===== config.mk =====
export PLATFORM = sky130hd
export DESIGN_NAME = pipe_stage_buf
export DESIGN_NICKNAME = d
export VERILOG_FILES = /design/src/rtl/pipe_stage_buf.sv
export SDC_FILE = /design/constraint.sdc
export NUM_CORES = 1
export LEC_CHECK = 0
export ABC_CLOCK_PERIOD_IN_PS = 3620
export BUFFER_PORTS_ARGS = -buffer_cell sky130_fd_sc_hd__buf_2
export CAP_MARGIN = 40
export CELL_PAD_IN_SITES_DETAIL_PLACEMENT = 2
export CELL_PAD_IN_SITES_GLOBAL_PLACEMENT = 2
export CORE_ASPECT_RATIO = 1.1
export CORE_MARGIN = 2
export CORE_UTILIZATION = 35
export CTS_BUF_LIST = sky130_fd_sc_hd__clkbuf_8
export DETAILED_ROUTE_END_ITERATION = 7
export PLACE_DENSITY = 0.8
export SLEW_MARGIN = 20
export SYNTH_ARGS = -nofsm -noshare
export SYNTH_HDL_FRONTEND = slang
export SYNTH_SLANG_ARGS = --single-unit

===== constraint.sdc =====
create_clock -name clk_i -period 3.62 [get_ports clk_i]
set_input_delay 0.543 -clock clk_i [delete_from_list [all_inputs] [get_ports clk_i]]
set_output_delay 0.543 -clock clk_i [all_outputs]
set_load 0.02 [all_outputs]

===== src/rtl/pipe_stage_buf.sv =====
// In-order DEPTH-entry pipeline stage buffer carrying {hit, data} with valid/ready handshakes,
// freeze/flush control and saturating stall/squash statistics.
module pipe_stage_buf #(
  parameter int WIDTH = 32,
  parameter int DEPTH = 2,
  parameter int CNT_W = 16
) (
  input  logic                       clk_i,
  input  logic                       rst_i,
  input  logic                       in_valid_i,
  output logic                       in_ready_o,
  input  logic [WIDTH-1:0]           in_data_i,
  input  logic                       in_hit_i,
  output logic                       out_valid_o,
  input  logic                       out_ready_i,
  output logic [WIDTH-1:0]           out_data_o,
  output logic                       out_hit_o,
  input  logic                       freeze_i,
  input  logic                       flush_i,
  output logic [$clog2(DEPTH+1)-1:0] occupancy_o,
  output logic [CNT_W-1:0]           stall_cnt_o,
  output logic [CNT_W-1:0]           squash_cnt_o
);

  localparam int PTR_W = (DEPTH > 1) ? $clog2(DEPTH) : 1;
  localparam int OCC_W = $clog2(DEPTH+1);
  localparam int SUM_W = ((CNT_W > OCC_W) ? CNT_W : OCC_W) + 1;
  localparam logic [SUM_W-1:0] SQ_MAX = SUM_W'({CNT_W{1'b1}});

  logic [WIDTH:0]     mem_q [DEPTH];
  logic [PTR_W-1:0]   head_q, head_d;
  logic [PTR_W-1:0]   tail_q, tail_d;
  logic [OCC_W-1:0]   count_q, count_d;
  logic [CNT_W-1:0]   stall_q, stall_d;
  logic [CNT_W-1:0]   squash_q, squash_d;
  logic               enq, deq, wr_en, stall_ev;
  logic [SUM_W-1:0]   sq_sum;

  // Explicit wrap so non-power-of-two depths never index past the last entry.
  function automatic logic [PTR_W-1:0] ptr_next(input logic [PTR_W-1:0] p);
    return (p == PTR_W'(DEPTH-1)) ? '0 : p + 1'b1;
  endfunction

  assign in_ready_o  = !freeze_i && !flush_i && (count_q < OCC_W'(DEPTH));
  assign out_valid_o = (count_q != '0);
  assign enq         = in_valid_i && in_ready_o;
  assign deq         = out_valid_o && out_ready_i && !freeze_i && !flush_i;
  assign stall_ev    = in_valid_i && !in_ready_o && !flush_i;
  assign sq_sum      = SUM_W'(squash_q) + SUM_W'(count_q);

  assign out_data_o   = mem_q[head_q][WIDTH-1:0];
  assign out_hit_o    = mem_q[head_q][WIDTH];
  assign occupancy_o  = count_q;
  assign stall_cnt_o  = stall_q;
  assign squash_cnt_o = squash_q;

  always_comb begin
    head_d   = head_q;
    tail_d   = tail_q;
    count_d  = count_q;
    stall_d  = stall_q;
    squash_d = squash_q;
    wr_en    = 1'b0;
    if (stall_ev && (stall_q != '1)) begin
      stall_d = stall_q + 1'b1;
    end
    if (flush_i) begin
      head_d   = '0;
      tail_d   = '0;
      count_d  = '0;
      squash_d = (sq_sum > SQ_MAX) ? '1 : sq_sum[CNT_W-1:0];
    end else if (!freeze_i) begin
      if (enq) begin
        wr_en  = 1'b1;
        tail_d = ptr_next(tail_q);
      end
      if (deq) begin
        head_d = ptr_next(head_q);
      end
      if (enq && !deq) begin
        count_d = count_q + 1'b1;
      end else if (deq && !enq) begin
        count_d = count_q - 1'b1;
      end
    end
  end

  always_ff @(posedge clk_i or posedge rst_i) begin
    if (rst_i) begin
      head_q   <= '0;
      tail_q   <= '0;
      count_q  <= '0;
      stall_q  <= '0;
      squash_q <= '0;
      for (int i = 0; i < DEPTH; i++) begin
        mem_q[i] <= '0;
      end
    end else begin
      head_q   <= head_d;
      tail_q   <= tail_d;
      count_q  <= count_d;
      stall_q  <= stall_d;
      squash_q <= squash_d;
      if (wr_en) begin
        mem_q[tail_q] <= {in_hit_i, in_data_i};
      end
    end
  end

endmodule


## Word level (Yosys, flattened, before mapping)

Cells that the tools add are included.

- Bits in latches: 0
- Memories: 0
- Memory bits (read-only): 0
- Input bits: 39
- Logic and storage cells: 68
- Bits in registers: 102
- RAM bits: 0

- Reductions and logical operators: 24
- Bitwise logic cells: 2
- Magnitude comparators: 5
- Add/sub/neg operators: 6
- Muxes and demuxes: 22
- Divide/modulo/power cells: 0
- Shift-type cells: 0
- Multipliers: 0
- Equality and inequality tests: 2

Operator list:

| cell | count |
|---|---|
| $mux 33 | 4 |
| $bwmux 66 | 1 |
| $demux 33 s1 | 1 |
| $add 16x2->17 | 1 |
| $gt 17x16->1 const B | 1 |
| $add 16x1->16 const B | 1 |
| $mux 16 | 1 |
| $ne 16x16->1 const B | 1 |
| $logic_and 1x1->1 | 12 |
| $mux 1 | 11 |
| $mux 2 | 4 |
| $reduce_and 2->1 | 3 |
| $reduce_bool 2->1 | 3 |
| $logic_not 1->1 | 5 |
| $ge 2x2->1 const B | 2 |
| $not 1->2 | 2 |
| $reduce_bool 3->1 | 1 |
| $add 1x1->1 const B | 2 |
| $add 2x1->2 const B | 1 |
| $lt 2x1->1 const B | 1 |
| $lt 2x2->1 const B | 1 |
| $ne 2x1->1 const B | 1 |
| $sub 2x1->2 const B | 1 |

## Logic depth before layout (Yosys ltp)

- Depth in word-level cells: 10
- Depth in mapped cells: 8
- Gate-level depth less buffers: 7

## Worst setup path before layout

OpenSTA, ideal clock, no wires.

- Path kind: input to register
- Start: input port flush_i
- End: register mem_q[33] in the netlist's numbering
- Path slack: 1.610 ns
- Arrival time: 1.882 ns
- Buffers on the path: 2
- Required time: 3.492 ns
- Stages on the path: 6
- Cell sequence: buf_4 > nor3_2 > nand2_1 > nor2_2 > buf_4 > mux2_1

- Word-level cells in the longest chain between the ends: 7

RTL lines:

| what | RTL line | text |
|---|---|---|
| start: declaration | 19 | `input logic flush_i,` |
| $logic_not 1->1 | 44 | `assign in_ready_o = !freeze_i && !flush_i && (count_q < OCC_W'(DEPTH));` |
| $logic_and 1x1->1 (2 in a row) | 44 |  |
| via in_ready_o | 11 | `output logic in_ready_o,` |
| $logic_and 1x1->1 | 46 | `assign enq = in_valid_i && in_ready_o;` |
| $mux 1 | 73 | `if (enq) begin` |
| $mux 1 | 72 | `end else if (!freeze_i) begin` |
| $mux 1 | 67 | `if (flush_i) begin` |
| end signal: indexed assignment | 105 | `mem_q[tail_q] <= {in_hit_i, in_data_i};` |
| end: declaration | 30 | `logic [WIDTH:0] mem_q [DEPTH];` |

The timed path passes the listed nets, and every way through them passes these cells.
A chain may end at the register's enable or synchronous reset.

## Final worst setup path

- Start: register count_q[0] (netlist: occupancy_o[0])
- End: register squash_q[13] (netlist: squash_cnt_o[13])

- Word-level cells in the longest chain between the ends: 3

RTL lines:

| what | RTL line | text |
|---|---|---|
| start: declaration | 33 | `logic [OCC_W-1:0] count_q, count_d;` |
| start signal: assignment | 101 | `count_q <= count_d;` |
| $add 16x2->17 (*) | 49 | `assign sq_sum = SUM_W'(squash_q) + SUM_W'(count_q);` |
| $gt 17x16->1 | 71 | `squash_d = (sq_sum > SQ_MAX) ? '1 : sq_sum[CNT_W-1:0];` |
| $mux 16 (*) | 71 |  |
| end signal: assignment | 103 | `squash_q <= squash_d;` |
| end: declaration | 35 | `logic [CNT_W-1:0] squash_q, squash_d;` |

Every way passes the cells marked *; elsewhere a longest branch is shown, timed or not.

==> flow_metrics.tcl <==
set metrics [dict create \
    outcome "finished, final reports clean" \
    cp-end-kind "flip-flop" \
    critPathMaxStageDelay_ns 0.51 \
    placedCellCount 614 \
    synth_ff_type "dfrtp_1" \
    ctsHoldBuffers 0 \
    start_util_pct 35.6 \
    die_w_um 114 \
    grt_start_max_net_pins 51 \
    synth_commonest_cells "102 x dfrtp_1, 58 x mux2_2, 42 x mux2_1" \
    clk_pin_slew_worst_paths_ns 0.10 \
    area_delta_synth_final_pct 19.6 \
    numCtsBuffers 9 \
    drive_gt1_share_pct 43.9 \
    hold_viol_final 0 \
    fp.coreArea_sq_um 13200 \
    setup_viol 0 \
    worstPathBufferInverterCount 0 \
    hold_slack_ns 0.101 \
    arrival_ns 2.63 \
    sw_frac_of_total_pct 33.0 \
    pre_cts_ws_ns 1.07 \
    crit_path_top_delay_cell "dfrtp_1" \
    ys_warn_count 0 \
    nFillCells 1364 \
    reg2reg_slack_ns 1.28 \
    cp-start-kind "flip-flop" \
    power_mw 3.01 \
    slew_headroom_pct 60.7 \
    grt_pass1_vias 3580 \
    synth_edf_count 0 \
    tightest_slew_ns 0.588 \
    fp-row-count 44 \
    final_max_slew_viol_count 0 \
    clockRootBuffer "clkbuf_8" \
    finalCritPeriodShare_pct 64.5 \
    final_util_pct 42.6 \
    fin_ws_ns 1.28 \
    r2r.worst_path.cells 7 \
    path_class "reg -> reg" \
    dp_hpwl_mm 8.12 \
    grt_overflow 0 \
    track_usage_pct 16.6 \
    crit_path_start "occupancy_o[0]" \
    syn_area_sq_um 4690 \
    htree_levels 3 \
    p_leak_nw 2.71 \
    required_ns 3.92 \
    instances_no_fill 630 \
    antenna_found_initial 0 \
    timing.rr.start "occupancy_o[0]" \
    synth_seq_cells 102 \
    p_clk_share_pct 22.4 \
    ys_seq_area_share_pct 54.5 \
    cellPowerDensity_nw_per_um2 538 \
    setup-tns-final_ns 0 \
    wl_mm 11.1 \
    synth_top_area_cell "dfrtp_1" \
    io_pins 108 \
    drtAntennaViolNets 0 \
    syn_inst 353 \
    ys_types 45 \
    max_cap_violations 0 \
    diodes 0 \
    crit_chain "ha_1 > fa_1 > nand3_2 > or3_4 > nor2_2 > nand3_2 > a31oi_1" \
    synthArstFlopShare_pct 100 \
    routabilityCongestion 0.729 \
    post_cts_resized 0 \
    clk_latency_ns 0.37 \
    netlist_top_cells_area "dfrtp_1 54%, mux2_2 14%, mux2_1 10%" \
    ctsLongestPathBuffers 2 \
    use_met2_pct 28.7 \
    cts_tree "done" \
    gr-max-usage-layer "met2" \
    num_vias 3171 \
    min_path_type "in -> async" \
    syn_nets 396 \
    p_int_mw 2.02 \
    p_comb_share_pct 26.3 \
    final.setup_skew_ns 0.00711 \
    drt_first_pass_iters 4 \
    stdcell_area_sq_um 5600 \
    seqPwrFrac_pct 51.4 \
    layout.nets 507 \
    timing.rr.end "squash_cnt_o[13]" \
    grt.met1_usage_pct 20.4 \
    clock_sinks 102 \
    groute.layer.met3.usage_pct 3.25 \
    portBuffers 107 \
    drtIter0Drc 61 \
    yosysMostFrequentCell "dfrtp_1" \
    max_freq_mhz 428 \
    period_minus_slack_ns 2.34 \
    place_area_sq_um 5430 \
    p_sw_mw 0.995 \
    vdd_drop_max_mv 0.192 \
    die-area_sq_um 14300 \
    drc 0 \
    yosysTopAreaCellShare_pct 54.5 \
    die_h_um 125 \
    grt_pass1_wl_mm 18.7 \
    path_max_fanout 13 \
    vias_per_cell 5.03 \
    cts_post_setup_buffers_inserted 0 \
    crit_path_frequent_cell "nand3_2" \
    rsz0062_at_grt "false" \
    wl_per_cell_um 17.7 \
    syn-mean-instance-area_sq_um 13.3 \
    crit_family "simple AND/OR/NAND/NOR gates" \
]
[metal layers]
layer | wire, um | share of wire, %
met5 | 0 | 0
met4 | 189 | 1.7
met3 | 404 | 3.6
met2 | 5670 | 51
met1 | 4890 | 44
[worst max path at each step]
stage,cells past startpoint,slack (ns),end
6_report,7,1.28,squash_cnt_o[13]
3_5_place_dp,6,1.07,mem_q[43]
4_1_cts,5,1.21,mem_q[43]
2_1_floorplan,1,0.40,head_q
3_3_place_gp,4,1.09,mem_q[27]
5_1_grt,7,1.06,squash_cnt_o[13]
[sequential cells by signal, indices dropped and copies added (netlist names)]
signal	count
head_q	1
mem_q	66
occupancy_o	2
squash_cnt_o	16
stall_cnt_o	16
tail_q	1
[layout make-up]
type                       instances  area, sq um  area share (%)
multi-input combinational        233         2040            36.4
sequential                       102         2550            45.5
tap                              161          201            3.59
timing repair buffer             113          613            10.9
inverter                           5         21.3           0.380
clock inverter                     6         36.3           0.647
clock buffer                      10          138            2.46
[power groups by stage]
| stage | Clock, mW | Combinational, mW | Sequential (mW) |
|---|---|---|---|
| floorplan | 0 | 0.503 | 1.58 |
| global placement | 0 | 0.763 | 1.54 |
| detailed placement | 0 | 0.806 | 1.57 |
| CTS | 0.708 | 0.810 | 1.55 |
| global route | 0.740 | 0.864 | 1.59 |
| finish | 0.674 | 0.791 | 1.55 |
[cells in the final DEF, fill, tap and decap left out, drive strengths merged, types with 2 or more instances in the layout]
cell	n
buf	113
mux2i	2
dfrtp	102
mux2	101
a21oi	6
nand4	4
or2	2
or3	2
clkinv	3
a31oi	6
nor2b	3
nand2	22
clkbuf	10
nand3	13
nor2	16
o21ai	8
and4	5
nor3	6
inv	8
and3	4
xnor2	11
ha	3
xor2	11
[cells by family (layout without fill, tap and decap cells)]
family          count (synthesis)  after routing  synth area share, %
compound gates                 24             24                 3.26
xor+xnor                       22             22                 4.11
fa+ha+maj                       4              4                 1.23
buf+inv                        18            134                 2.16
flops                         102            102                 54.5
mux                           103            103                 24.8
simple gates                   80             80                 9.99
(Power assumes the default switching activity.)
